`src/rtl/stopwatch_disp_pkg.sv`:
```
`default_nettype none
// ============================================================================
// Module : stopwatch_disp_pkg
// Brief  : Shared encodings for the stopwatch 7-segment scan display.
// Rev    : 1.0  initial release
// ============================================================================
package stopwatch_disp_pkg;

    typedef enum logic [1:0] {
        ST_IDLE  = 2'b00,
        ST_RUN   = 2'b01,
        ST_PAUSE = 2'b10,
        ST_BAD   = 2'b11
    } disp_state_t;

    localparam int NUM_DIGITS = 4;

    // Active-low segment patterns, bit0 = a .. bit6 = g
    localparam logic [6:0] SEG_0     = 7'h40;
    localparam logic [6:0] SEG_1     = 7'h79;
    localparam logic [6:0] SEG_2     = 7'h24;
    localparam logic [6:0] SEG_3     = 7'h30;
    localparam logic [6:0] SEG_4     = 7'h19;
    localparam logic [6:0] SEG_5     = 7'h12;
    localparam logic [6:0] SEG_6     = 7'h02;
    localparam logic [6:0] SEG_7     = 7'h78;
    localparam logic [6:0] SEG_8     = 7'h00;
    localparam logic [6:0] SEG_9     = 7'h10;
    localparam logic [6:0] SEG_DASH  = 7'h3F;
    localparam logic [6:0] SEG_BLANK = 7'h7F;

    // Digit-buffer code that renders as an unlit digit
    localparam logic [3:0] DIGIT_BLANK = 4'hF;

    function automatic logic [6:0] seg_decode(input logic [3:0] digit);
        logic [6:0] seg;
        case (digit)
            4'd0:    seg = SEG_0;
            4'd1:    seg = SEG_1;
            4'd2:    seg = SEG_2;
            4'd3:    seg = SEG_3;
            4'd4:    seg = SEG_4;
            4'd5:    seg = SEG_5;
            4'd6:    seg = SEG_6;
            4'd7:    seg = SEG_7;
            4'd8:    seg = SEG_8;
            4'd9:    seg = SEG_9;
            default: seg = SEG_BLANK;
        endcase
        return seg;
    endfunction

endpackage
`default_nettype wire

```
`src/rtl/stopwatch_display_scan_bin2bcd_seq.sv`:
```
`default_nettype none
// ============================================================================
// Module : bin2bcd_seq
// Brief  : Start/done sequential double-dabble, 8-bit binary -> 3 BCD digits in 8 cycles.
// Rev    : 1.0  initial release
// ============================================================================
module bin2bcd_seq (
    input  logic        clk,
    input  logic        rst_n,
    input  logic        i_start,
    input  logic [7:0]  i_bin,
    output logic        o_done,
    output logic [11:0] o_bcd
);
    logic [19:0] r_sr;
    logic [2:0]  r_cnt;
    logic        r_busy;
    logic        r_done;

    // Add-3 to every BCD nibble >= 5, then shift the whole register left by one
    function automatic logic [19:0] dabble_step(input logic [19:0] sr);
        logic [19:0] t;
        t = sr;
        for (int n = 0; n < 3; n++) begin
            if (t[8 + 4*n +: 4] >= 4'd5) begin
                t[8 + 4*n +: 4] = t[8 + 4*n +: 4] + 4'd3;
            end
        end
        return {t[18:0], 1'b0};
    endfunction

    always_ff @(posedge clk or negedge rst_n) begin
        if (!rst_n) begin
            r_sr   <= '0;
            r_cnt  <= '0;
            r_busy <= 1'b0;
            r_done <= 1'b0;
        end else begin
            r_done <= 1'b0;
            if (i_start) begin
                r_sr   <= {12'd0, i_bin};
                r_cnt  <= '0;
                r_busy <= 1'b1;
            end else if (r_busy) begin
                r_sr  <= dabble_step(r_sr);
                r_cnt <= r_cnt + 3'd1;
                if (r_cnt == 3'd7) begin
                    r_busy <= 1'b0;
                    r_done <= 1'b1;
                end
            end
        end
    end

    assign o_done = r_done;
    assign o_bcd  = r_sr[19:8];

endmodule
`default_nettype wire

```
`src/rtl/stopwatch_display_scan.sv`:
```
`default_nettype none
// ============================================================================
// Module : stopwatch_display_scan
// Brief  : Multiplexed 4-digit MM:SS 7-segment driver fed from a per-frame snapshot.
//          Optional build macro LEADING_ZERO_BLANK_EN blanks a minute-tens zero.
// Rev    : 1.0  initial release
// ============================================================================
module stopwatch_display_scan
    import stopwatch_disp_pkg::*;
#(
    parameter int DIGIT_CYCLES = 1000,
    parameter int GUARD_CYCLES = 2,
    parameter int BLINK_CYCLES = 1 << 24
) (
    input  logic       i_sys_clk,
    input  logic       i_hw_reset_n,
    input  logic [7:0] i_val_min,
    input  logic [5:0] i_val_sec,
    input  logic [1:0] i_fsm_state,
    output logic [6:0] o_seg_n,
    output logic       o_dp_n,
    output logic [3:0] o_an_n,
    output logic       o_ovf
);
    localparam int SLOT_W  = $clog2(DIGIT_CYCLES);
    localparam int BLINK_W = $clog2(BLINK_CYCLES);
    localparam logic [SLOT_W-1:0]  c_slot_last  = SLOT_W'(DIGIT_CYCLES - 1);
    localparam logic [SLOT_W-1:0]  c_guard      = SLOT_W'(GUARD_CYCLES);
    localparam logic [BLINK_W-1:0] c_blink_last = BLINK_W'(BLINK_CYCLES - 1);

    logic [SLOT_W-1:0]  r_slot;
    logic [1:0]         r_idx;
    logic [BLINK_W-1:0] r_blink_cnt;
    logic               r_blink_on;
    logic               r_started;
    disp_state_t        r_snap_state;
    disp_state_t        r_state;
    logic [3:0]         r_dig [NUM_DIGITS];
    logic               r_ovf;
    logic [6:0]         r_seg_n;
    logic               r_dp_n;
    logic [3:0]         r_an_n;
    logic               r_ovf_q;

    logic        w_snap;
    logic        w_min_done;
    logic        w_sec_done;
    logic        w_done;
    logic [11:0] w_min_bcd;
    logic [11:0] w_sec_bcd;
    logic        w_min_ovf;
    logic        w_unused_sec_hund;

    assign w_snap            = !r_started || ((r_slot == c_slot_last) && (r_idx == 2'd3));
    assign w_done            = w_min_done && w_sec_done;
    assign w_min_ovf         = (w_min_bcd[11:8] != 4'd0);
    assign w_unused_sec_hund = ^w_sec_bcd[11:8];

    bin2bcd_seq u_min_bcd (
        .clk     (i_sys_clk),
        .rst_n   (i_hw_reset_n),
        .i_start (w_snap),
        .i_bin   (i_val_min),
        .o_done  (w_min_done),
        .o_bcd   (w_min_bcd)
    );

    bin2bcd_seq u_sec_bcd (
        .clk     (i_sys_clk),
        .rst_n   (i_hw_reset_n),
        .i_start (w_snap),
        .i_bin   ({2'b00, i_val_sec}),
        .o_done  (w_sec_done),
        .o_bcd   (w_sec_bcd)
    );

    // Scan, blink and snapshot bookkeeping
    always_ff @(posedge i_sys_clk or negedge i_hw_reset_n) begin
        if (!i_hw_reset_n) begin
            r_slot       <= '0;
            r_idx        <= '0;
            r_blink_cnt  <= '0;
            r_blink_on   <= 1'b1;
            r_started    <= 1'b0;
            r_snap_state <= ST_IDLE;
            r_state      <= ST_IDLE;
            r_ovf        <= 1'b0;
            for (int n = 0; n < NUM_DIGITS; n++) begin
                r_dig[n] <= DIGIT_BLANK;
            end
        end else begin
            r_started <= 1'b1;
            if (r_slot == c_slot_last) begin
                r_slot <= '0;
                r_idx  <= r_idx + 2'd1;
            end else begin
                r_slot <= r_slot + 1'b1;
            end
            if (r_blink_cnt == c_blink_last) begin
                r_blink_cnt <= '0;
                r_blink_on  <= ~r_blink_on;
            end else begin
                r_blink_cnt <= r_blink_cnt + 1'b1;
            end
            if (w_snap) begin
                r_snap_state <= disp_state_t'(i_fsm_state);
            end
            // Whole frame is committed in one edge so no digit ever mixes two snapshots
            if (w_done) begin
                r_state  <= r_snap_state;
                r_ovf    <= w_min_ovf;
                r_dig[3] <= w_min_ovf ? 4'd9 : w_min_bcd[7:4];
                r_dig[2] <= w_min_ovf ? 4'd9 : w_min_bcd[3:0];
                r_dig[1] <= w_sec_bcd[7:4];
                r_dig[0] <= w_sec_bcd[3:0];
            end
        end
    end

    logic       w_lead_blank;
    logic       w_shown;
    logic       w_colon;
    logic [6:0] w_seg_n;
    logic [3:0] w_an_n;
    logic       w_dp_n;

    always_comb begin
        w_lead_blank = 1'b0;
`ifdef LEADING_ZERO_BLANK_EN
        w_lead_blank = (r_idx == 2'd3) && (r_dig[3] == 4'd0) && (r_state != ST_BAD);
`endif
        w_shown = (r_slot >= c_guard)
               && !((r_state == ST_PAUSE) && !r_blink_on)
               && !w_lead_blank;
        case (r_state)
            ST_IDLE:  w_colon = 1'b1;
            ST_RUN:   w_colon = r_blink_on;
            ST_PAUSE: w_colon = r_blink_on;
            default:  w_colon = 1'b0;
        endcase
        if (r_state == ST_BAD) begin
            w_seg_n = SEG_DASH;
        end else if (w_lead_blank) begin
            w_seg_n = SEG_BLANK;
        end else begin
            w_seg_n = seg_decode(r_dig[r_idx]);
        end
        w_an_n = w_shown ? ~(4'b0001 << r_idx) : 4'hF;
        w_dp_n = !(w_shown && (r_idx == 2'd2) && w_colon);
    end

    always_ff @(posedge i_sys_clk or negedge i_hw_reset_n) begin
        if (!i_hw_reset_n) begin
            r_seg_n <= SEG_BLANK;
            r_dp_n  <= 1'b1;
            r_an_n  <= 4'hF;
            r_ovf_q <= 1'b0;
        end else begin
            r_seg_n <= w_seg_n;
            r_dp_n  <= w_dp_n;
            r_an_n  <= w_an_n;
            r_ovf_q <= r_ovf;
        end
    end

    assign o_seg_n = r_seg_n;
    assign o_dp_n  = r_dp_n;
    assign o_an_n  = r_an_n;
    assign o_ovf   = r_ovf_q;

endmodule
`default_nettype wire

```
`config.mk`:
```
export PLATFORM = sky130hd
export DESIGN_NAME = stopwatch_display_scan
export DESIGN_NICKNAME = d
export VERILOG_FILES = /design/src/rtl/stopwatch_disp_pkg.sv /design/src/rtl/stopwatch_display_scan_bin2bcd_seq.sv /design/src/rtl/stopwatch_display_scan.sv
export SDC_FILE = /design/constraint.sdc
export NUM_CORES = 1
export LEC_CHECK = 0
export BUFFER_PORTS_ARGS = -buffer_cell sky130_fd_sc_hd__buf_2
export CELL_PAD_IN_SITES_DETAIL_PLACEMENT = 2
export CELL_PAD_IN_SITES_GLOBAL_PLACEMENT = 2
export CORE_MARGIN = 5
export CORE_UTILIZATION = 25
export DETAILED_ROUTE_END_ITERATION = 6
export GPL_TIMING_DRIVEN = 0
export HOLD_SLACK_MARGIN = 0.03
export PLACE_DENSITY_LB_ADDON = 0.1
export SKIP_LAST_GASP = 1
export SYNTH_ARGS = -nofsm -noshare
export SYNTH_HDL_FRONTEND = slang
export SYNTH_HIERARCHICAL = 1
export SYNTH_SLANG_ARGS = --single-unit
```
`constraint.sdc`:
```
create_clock -name i_sys_clk -period 2.1 [get_ports i_sys_clk]
set_clock_uncertainty 0.2 [all_clocks]
set_input_delay 0.42 -clock i_sys_clk [delete_from_list [all_inputs] [get_ports i_sys_clk]]
set_output_delay 0.42 -clock i_sys_clk [all_outputs]
set_load 0.02 [all_outputs]
```
==> results of run 1 <==
-- metrics by stage --
| step | hold WS (ns) | util (%) | total power [mW] | TNS (ns) |
|---|---|---|---|---|
| CTS | 0.247 | 31.6 | 5.75 | -0.0557 |
| detailed placement | 0.203 | 27.9 | 2.77 | -10.93 |
| floorplan | -0.0756 | - | 2.61 | 0 |
| global route | 0.264 | 32.0 | 5.92 | -0.297 |
| finish | 0.251 | 32.0 | 5.64 | -0.0215 |
| global placement | 0.235 | 27.8 | 2.74 | -141.32 |
-- sequential cells by signal (all words and copies together) (netlist names), 2 cells and up --
register and flops:
r_snap_state 2, r_state 2, r_dig 16, u_sec_bcd/r_sr 16, u_min_bcd/r_sr 20, u_sec_bcd/r_cnt 3
r_slot 10, o_an_n 4, r_blink_cnt 24, o_seg_n 7, u_min_bcd/r_cnt 3, r_idx 2
-- where the power goes --
part	leakage, nW	switching, mW	internal [mW]
Combinational	1.66	0.188	0.164
Clock	0.293	1.05	1.83
Sequential	1.46	0.0645	2.34
Total	3.41	1.30	4.33
-- final timing paths --
kind,start,to,cells past startpoint
setup / recovery,r_slot[0],u_min_bcd/r_sr[13],6
hold / removal,r_ovf,o_ovf,0
setup reg to reg,r_slot[0],u_min_bcd/r_sr[13],6
hold reg to reg,r_ovf,o_ovf,0
max in group asynchronous,i_hw_reset_n,r_dig[6],3
min in group asynchronous,i_hw_reset_n,r_slot[2],2
-- metal layers --
layer	share of wire (%)	routed length, um	track usage (%)	vias up
li1	-	-	-	2128
met1	47	7460	16.0	2249
met2	49	7860	21.1	49
met3	2.5	397	3.41	11
met4	1.1	167	3.74	0
met5	0	0	0	-
-- what timing repair did --
item                       4_1_cts  5_1_grt
resized for setup               20       18
gates cloned                     1        1
pin swaps                        6        4
hold buffers                    17        0
setup buffers                    6        5
hold endpoints to repair        50        0
setup endpoints to repair       59       26
-- final cells by class --
cell class                 count  area, um^2
fill                        2560       16000
sequential                   118        2990
multi-input combinational    381        2660
clock buffer                  22         474
timing repair buffer          60         448
tap                          319         399
buffer                        44         322
inverter                      31         120
clock inverter                10         104
-- critical path: cells and delay by family, from the launching register on --
kind            cells  cell delay (ns)
simple gates        3             0.86
flops               1             0.42
compound gates      2             0.37
fa+ha+maj           1             0.16
-- cell usage in the layout (no fill, tap or decap), types with 4 or more instances in the layout --
cell,n
or3_1,5
a21oi_1,19
o21ai_0,36
nor3_1,9
dlygate4sd3_1,17
o31ai_1,4
dfrtp_1,85
a22o_1,4
clkbuf_16,17
buf_4,32
clkinv_2,7
clkbuf_1,5
inv_1,26
xor2_1,10
buf_6,5
dfstp_2,29
mux4_2,4
nand4_1,9
o22a_1,4
nor4_1,6
xnor2_1,18
ha_1,27
and3_1,6
nand2b_1,5
mux2i_1,23
clkbuf_2,4
or4_1,4
clkbuf_8,5
nand3_1,18
nand2_1,73
inv_2,4
dfrtp_2,4
buf_2,35
nor2_1,31
a31oi_1,4
==> metrics.cfg, run 1 <==
[floorplan]
rows=56
die_x_um=164
start_util_pct=25.4
die-area_um2=27000
ios=31
die_h_um=164
core_um2=23500

[sta]
timing_max_transition_violations_final=0
setup_violations=1
period_minus_slack_ns=2.12
rsz0062_at_grt=yes
setup_ws_ns=-0.0215
tightest_slew_ns=0.533
finalCritPeriodShare_pct=101
fmax_mhz=471
finalHoldViolCount=0
slew_headroom_pct=64.4

[clock_network]
cts_root_buf=clkbuf_16
clockBufferDepth=2
cts_tree=yes
path_clk_slew_ns=0.05
h-tree-depth=4
cts.sinks=118
worstSkewPairLatency_ns=0.42
cts_inserted_buffers=17

[finish]
nets=700
finish.instance_area_um2=7520
antenna_cells=0
fin_cells=985
drive_gt1_share_pct=27.6
area_growth_syn_to_layout_pct=26.2

[global_route]
grt_max_degree=73
gr-total-overflow=0
antenna_found_initial=0
grt_pass1_wl_um=26700
grt_pass1_vias=5025
grt_usage_pct=12.6

[place]
routabilityCongestion=0.730
place_ws_ns=-0.265
port_buffers=30
place_area_um2=6550
placedCellCount=923
dp.final_hpwl_um=10700

[synth]
yosys_warnings=6
postSynthAreaPerCell_um2=10.4
synthCells=572
syn_area_um2=5960

[drt]
dr.pass1.iters=4
drc=0
avgViaCountPerCell=4.50
wl_per_cell_um=16.1
wirelength_um=15900
vias=4437
postRouteAntennaNets=0
drt-initial-drc-count=162

[critical_path]
cp.required_ns=2.21
path_max_fanout=6
reg2reg_setup_slack_ns=-0.02
critical-path-max-stage-delay_ns=0.50
worstPathCellList=ha_4 > and3_4 > and4_4 > a21bo_4 > or4_4 > o311ai_2
cp_slowest_cell=or4_4
path_class=reg2reg
worst_setup_path_start_kind=flip-flop
cp.arrival_ns=2.23
end_kind=flip-flop

[job]
maxCapViolCount=0

[status]
violations=negative setup slack
status=finished with violations

[pwr]
leakagePower_nw=3.41
irDropWorstVdd_mv=0.414
power_density_nw_per_um2=750

[min_path]
hp-class=reg2reg

No activity file was read; power rests on OpenSTA's default activity.
==> run 2, diff against run 1 <==
SYNTH_HIERARCHICAL = unset   (was 1)
==> metrics.cfg, run 2 <==
[critical_path]
critPathLaunch=r_idx[0]
r2r_start=r_idx[0]
cp.arrival_ns=2.23  ; about the same
cp.required_ns=2.25  ; +0.04 ns
end_kind=flip-flop
path_class=reg2reg
worst_setup_path_start_kind=flip-flop
path_max_fanout=6  ; unchanged

[synth]
postSynthAreaPerCell_um2=10.2  ; -1.6%
synth_cell_types=46
synthCells=558  ; -2.4%
yosys-top-cells-count=nand2_1, dfrtp_1, nor2_1, o21ai_0
synth.yosys.seq_area_share_pct=52.3
yosys_warnings=0  ; -6
synth.most_common_cell=nand2_1
synth-edff-count=0
syn_area_um2=5720  ; -4.0%
syn_nets=606
synthTopCellsByArea=dfrtp_1, dfstp_2, ha_1, nand2_1, mux2i_1
async_flop_share_pct=100
ys.flop_type=dfrtp_1
ys_ff_latch=118
synth_top_cell_by_area=dfrtp_1
yosysTopAreaCellShare_pct=38.9

[global_route]
grt_pass1_vias=4882  ; -2.8%
grt_max_degree=61  ; -16%
use_met2_pct=20.1  ; -1.0 points
met3_usage_pct=3.32  ; -0.096 points
grtUsageMet1_pct=15.7  ; -0.23 points
grt_usage_pct=12.1  ; -0.49 points
grt_pass1_wl_um=25200  ; -5.5%
grt_busiest_layer=met2
antenna_found_initial=0  ; unchanged
gr-total-overflow=0  ; unchanged

[min_path]
min-delay-start=r_ovf
hp-class=reg2reg

[floorplan]
start_util_pct=25.3  ; -0.046 points
die_x_um=161  ; -1.9%
core_um2=22600  ; -3.8%
ios=31  ; unchanged
die_h_um=161  ; -1.9%
rows=55  ; -1.8%
die-area_um2=26000  ; -3.8%

[drt]
wl_per_cell_um=16.0  ; -0.80%
postRouteAntennaNets=0  ; unchanged
drc=0  ; unchanged
vias=4281  ; -3.5%
dr.pass1.iters=5  ; +1
wirelength_um=14900  ; -6.0%
avgViaCountPerCell=4.59  ; +1.9%
drt-initial-drc-count=150  ; -7.4%

[finish]
largestRegisters=r_blink_cnt (24), u_min_bcd.r_sr (20)
final_util_pct=32.0  ; -0.036 points
antenna_cells=0  ; unchanged
area_growth_syn_to_layout_pct=26.3  ; about the same
final_common_cell=nand2_1
drive_gt1_share_pct=21.5  ; -6.2 points
multiInputGateArea_um2=2600  ; -2.1%
nFillCells=2443  ; -4.6%
finish.instance_area_um2=7220  ; -3.9%
layout_common_cells=nand2_1, dfrtp_1, nor2_1
fin_cells=933  ; -5.3%
top_register=r_blink_cnt
regArea_um2=2990  ; about the same
nets=684  ; -2.3%
largest_reg_flops=24  ; unchanged

[status]
status=finished, final reports clean

[place]
placedCellCount=874  ; -5.3%
port_buffers=30  ; unchanged
place_area_um2=6260  ; -4.5%
routabilityCongestion=0.713  ; -2.3%
dp.final_hpwl_um=10300  ; -3.8%
place_ws_ns=-0.417  ; -0.152 ns

[pwr]
pwr-share-comb_pct=4.3  ; -1.9 points
leakagePower_nw=3.44  ; +0.81%
pwr-share-clk_pct=53.9  ; +2.9 points
power_frac_seq_pct=41.8  ; -0.9 points
power_density_nw_per_um2=783  ; +4.5%
p_int_mw=4.44  ; +2.5%
irDropWorstVdd_mv=0.407  ; -1.7%
p_sw_share_pct=21.5  ; -1.6 points
power_mw=5.66  ; +0.37%
p_switching_mw=1.22  ; -6.6%

[sta]
timing_max_transition_violations_final=0  ; unchanged
slew_headroom_pct=52.5  ; -12 points
setup_ws_ns=0.0237  ; +0.0452 ns
period_minus_slack_ns=2.08  ; -0.0452 ns
finalCritPeriodShare_pct=98.9  ; -2.2 points
tightest_slew_ns=0.713  ; +0.180 ns
setup_violations=0  ; -1
fmax_mhz=482  ; +2.2%
rsz0062_at_grt=yes
finalHoldViolCount=0  ; unchanged

[clock_network]
worstSkewPairLatency_ns=0.41  ; about the same
cts_inserted_buffers=17  ; unchanged
h-tree-depth=4  ; unchanged
cts_tree=yes
cts_root_buf=clkbuf_16
clockBufferDepth=2  ; unchanged
cts.sinks=118  ; unchanged
path_clk_slew_ns=0.06  ; about the same

[job]
maxCapViolCount=0  ; unchanged

[run 2: path summary, 6_finish.rpt]
check                              to  slack [ns]  cells past startpoint
max                        o_seg_n[3]        0.02                      7
min                             o_ovf        0.18                      0
max reg2reg                o_seg_n[3]        0.02                      7
min reg2reg                     o_ovf        0.18                      0
max in group asynchronous   r_dig[14]        0.59                      3
min in group asynchronous       o_ovf        0.37                      2
[run 2: power groups by stage]
| stage | combinational [mW] | clock, mW | sequential, mW |
|---|---|---|---|
| after global placement | 0.203 | 0 | 2.40 |
| after global routing | 0.283 | 3.25 | 2.37 |
| after CTS | 0.254 | 3.16 | 2.36 |
| final | 0.243 | 3.05 | 2.36 |
| after detailed placement | 0.222 | 0 | 2.40 |
| after floorplan | 0.110 | 0 | 2.39 |
[run 2: area by class of cell]
class | count | share of cell area (%)
repair buffers | 60 | 6.15
clock buffers | 22 | 6.85
multi-input cells | 397 | 36.0
clock inverters | 9 | 1.70
plain buffers | 21 | 1.80
well taps | 285 | 4.94
inverters | 21 | 1.13
flip-flops and latches | 118 | 41.4
[run 2: through the flow]
stage / hold WS (ns) / TNS, ns
floorplan: -0.0756 / 0
global placement: 0.165 / -143.14
detailed placement: 0.166 / -14.10
CTS: 0.178 / 0
global route: 0.198 / -0.138
finish: 0.176 / 0
[run 2: per-layer routing]
metal | up-vias | part of all wire [%]
met3 | 10 | 2.6
met4 | 0 | 0.89
met5 | - | 0
met2 | 49 | 49
met1 | 2183 | 48
li1 | 2039 | -
[run 2: critical path, cell delays in order, from the launching register on]
cell and delay [ns]:
dfrtp_1 0.40, buf_6 0.15, mux4_2 0.59, inv_4 0.11
ha_1 0.25, nor2b_1 0.11, o21ai_0 0.10, nand2_1 0.09
[run 2: kinds of logic (layout without fill, tap and decap cells)]
| kind of cell | count (synthesis) | count (layout) | synth area share (%) |
|---|---|---|---|
| AOI/OAI and AO/OA | 86 | 86 | 8.49 |
| xor gates and xnor gates | 37 | 37 | 5.67 |
| adders and majority gates | 30 | 30 | 6.56 |
| buffers and inverters | 43 | 133 | 3.19 |
| DFF | 118 | 118 | 52.3 |
| muxes | 34 | 34 | 6.63 |
| other | 1 | 1 | 0.0656 |
| and+or+nand+nor | 209 | 209 | 17.1 |
[run 2: what timing repair did]
item | CTS | global route
pin swaps | 3 | 3
hold buffers | 17 | 0
resized for setup | 16 | 10
endpoints found under the setup margin | 63 | 51
hold endpoints to repair | 59 | 0
buffers inserted | 5 | 7
==> run 3, diff against run 2 <==
BUFFER_PORTS_ARGS = unset   (was -buffer_cell sky130_fd_sc_hd__buf_2)
CTS_BUF_LIST = sky130_fd_sc_hd__clkbuf_2   (was unset)
DONT_BUFFER_PORTS = 1   (was unset)
==> metrics.cfg, run 3 (synthesis results as in run 2) <==
[finish]
finish.instance_area_um2=6730  ; -6.8%
drive_gt1_share_pct=18.8  ; -2.6 points
largest_reg_flops=24  ; unchanged
final_common_cell=nand2_1
area_growth_syn_to_layout_pct=17.7
largestRegisters=r_blink_cnt (24), u_min_bcd.r_sr (20)
nFillCells=2491  ; +2.0%
top_register=r_blink_cnt
layout_common_cells=nand2_1, dfrtp_1, nor2_1
nets=658  ; -3.8%

[drt]
dr.pass1.iters=4  ; -1
wl_per_cell_um=16.1  ; +0.62%
avgViaCountPerCell=4.60  ; +0.16%
drt-initial-drc-count=105  ; -30%
wirelength_um=14600  ; -2.1%
vias=4173  ; -2.5%
postRouteAntennaNets=0  ; unchanged
drc=0  ; unchanged

[clock_network]
h-tree-depth=4  ; unchanged
cts_root_buf=clkbuf_2
postCtsHoldBufs=16  ; -1
clockBufferDepth=2  ; unchanged
cts_inserted_buffers=17  ; unchanged
cts.sinks=118  ; unchanged
path_clk_slew_ns=0.18  ; +0.12 ns
worstSkewPairLatency_ns=0.67  ; +0.26 ns
cts_tree=yes

[sta]
setup_tns_ns=0  ; unchanged
tightest_slew_ns=0.668  ; -0.0452 ns
setup_ws_ns=0.101  ; +0.0776 ns
timing_max_transition_violations_final=0  ; unchanged
rsz0062_at_grt=yes
period_minus_slack_ns=2.00  ; -0.0776 ns
finalCritPeriodShare_pct=95.2  ; -3.7 points
setup_violations=0  ; unchanged
fmax_mhz=500  ; +3.9%
slew_headroom_pct=55.5  ; +3.0 points
hold_ws_ns=-0.784  ; -0.960 ns
finalHoldViolCount=118  ; +118

[global_route]
grt_max_degree=119  ; +95%
gr-total-overflow=0  ; unchanged
grt_pass1_wl_um=24300  ; -3.7%
antenna_found_initial=1  ; +1
grt_usage_pct=11.8  ; -0.35 points
grt_pass1_vias=4778  ; -2.1%

[critical_path]
worstPathCellList=buf_6 > mux4_2 > inv_4 > ha_1 > nor2b_2 > a21oi_1 > o21ai_1
cp.arrival_ns=2.41  ; +0.18 ns
cp.required_ns=2.51  ; +0.26 ns
critical-path-max-stage-delay_ns=0.59  ; about the same
end_kind=flip-flop
worst_setup_path_start_kind=flip-flop
cp_slowest_cell=mux4_2
path_max_fanout=6  ; unchanged
path_class=reg2reg

[job]
maxCapViolCount=0  ; unchanged

[status]
status=finished with violations
violations=negative hold slack

[pwr]
power_mw=4.08  ; -28%
leakagePower_nw=3.19  ; -7.3%
irDropWorstVdd_mv=0.319  ; -21%
power_density_nw_per_um2=606  ; -23%

[floorplan]
die_x_um=161  ; unchanged
ios=31  ; unchanged
die_h_um=161  ; unchanged
core_um2=22600  ; unchanged
die-area_um2=26000  ; unchanged
rows=55  ; unchanged
start_util_pct=25.3  ; unchanged

[place]
place_area_um2=6070  ; -2.9%
port_buffers=0  ; -100%
routabilityCongestion=0.715  ; +0.22%
dp.final_hpwl_um=10000  ; -2.2%
place_ws_ns=-0.425  ; -0.00777 ns

[min_path]
hp-class=in2async

[run 3: cell types whose count changed in the layout (fill, tap and decap cells not counted), moves of 3 or more]
cell       delta
clkbuf_2     +24
buf_2        -31
clkbuf_16    -17
clkbuf_8      -5
clkinv_2      -3
buf_4         +5
[run 3: power breakdown]
group	switching (mW)	total [mW]	internal [mW]	leakage (nW)
sequential	0.0358	2.36	2.33	1.47
combinational	0.0871	0.175	0.0882	1.57
clock	0.861	1.54	0.681	0.153
[run 3: what timing repair did]
item / 4_1_cts / 5_1_grt
setup endpoints to repair: 63 / 59
hold endpoints to repair: 134 / 118
pin swaps: 2 / 7
gates resized for setup: 14 / 27
buffers inserted: 7 / 11
[run 3: layout make-up]
type	count	area (um^2)	share of cell area, %
Clock inverter	7	108	1.60
Clock buffer	24	120	1.79
Buffer	21	143	2.12
Inverter	21	81.3	1.21
Multi-Input combinational cell	397	2630	39.1
Tap cell	285	357	5.30
Sequential cell	118	2990	44.5
Antenna cell	1	2.50	0.0372
Timing Repair Buffer	34	295	4.39
[run 3: worst paths after layout]
path	from	to	slack, ns	cells after the start
max in group asynchronous	i_hw_reset_n	r_dig[5]	2.20	0
max	r_idx[0]	o_seg_n[0]	0.10	7
max reg2reg	r_idx[0]	o_seg_n[0]	0.10	7
min	i_hw_reset_n	o_ovf	-0.78	0
min in group i_sys_clk	r_ovf	o_ovf	0.19	0
min reg2reg	r_ovf	o_ovf	0.19	0
[run 3: critical path: cells and delay by family (launching register included)]
family / cells / cell delay (ns)
AOI/OAI and AO/OA: 2 / 0.18
adders and majority gates: 1 / 0.14
buffers and inverters: 2 / 0.26
DFF: 1 / 0.42
muxes: 1 / 0.59
and+or+nand+nor: 1 / 0.15
[run 3: layer usage]
layer	vias to the layer above	wire length, um	track usage [%]
met5	-	0	0
met4	0	137	3.30
met3	7	348	3.37
met2	47	7280	20.0
met1	2128	6840	14.7
li1	1991	-	-
[run 3: stage by stage]
stage	util (%)	hold WS (ns)	std cells
2_1_floorplan	-	-0.0756	558
3_3_place_gp	26.9	-0.0688	843
3_5_place_dp	26.9	-0.0686	843
4_1_cts	29.1	-0.912	897
5_1_grt	29.8	-0.969	908
6_report	29.8	-0.784	908
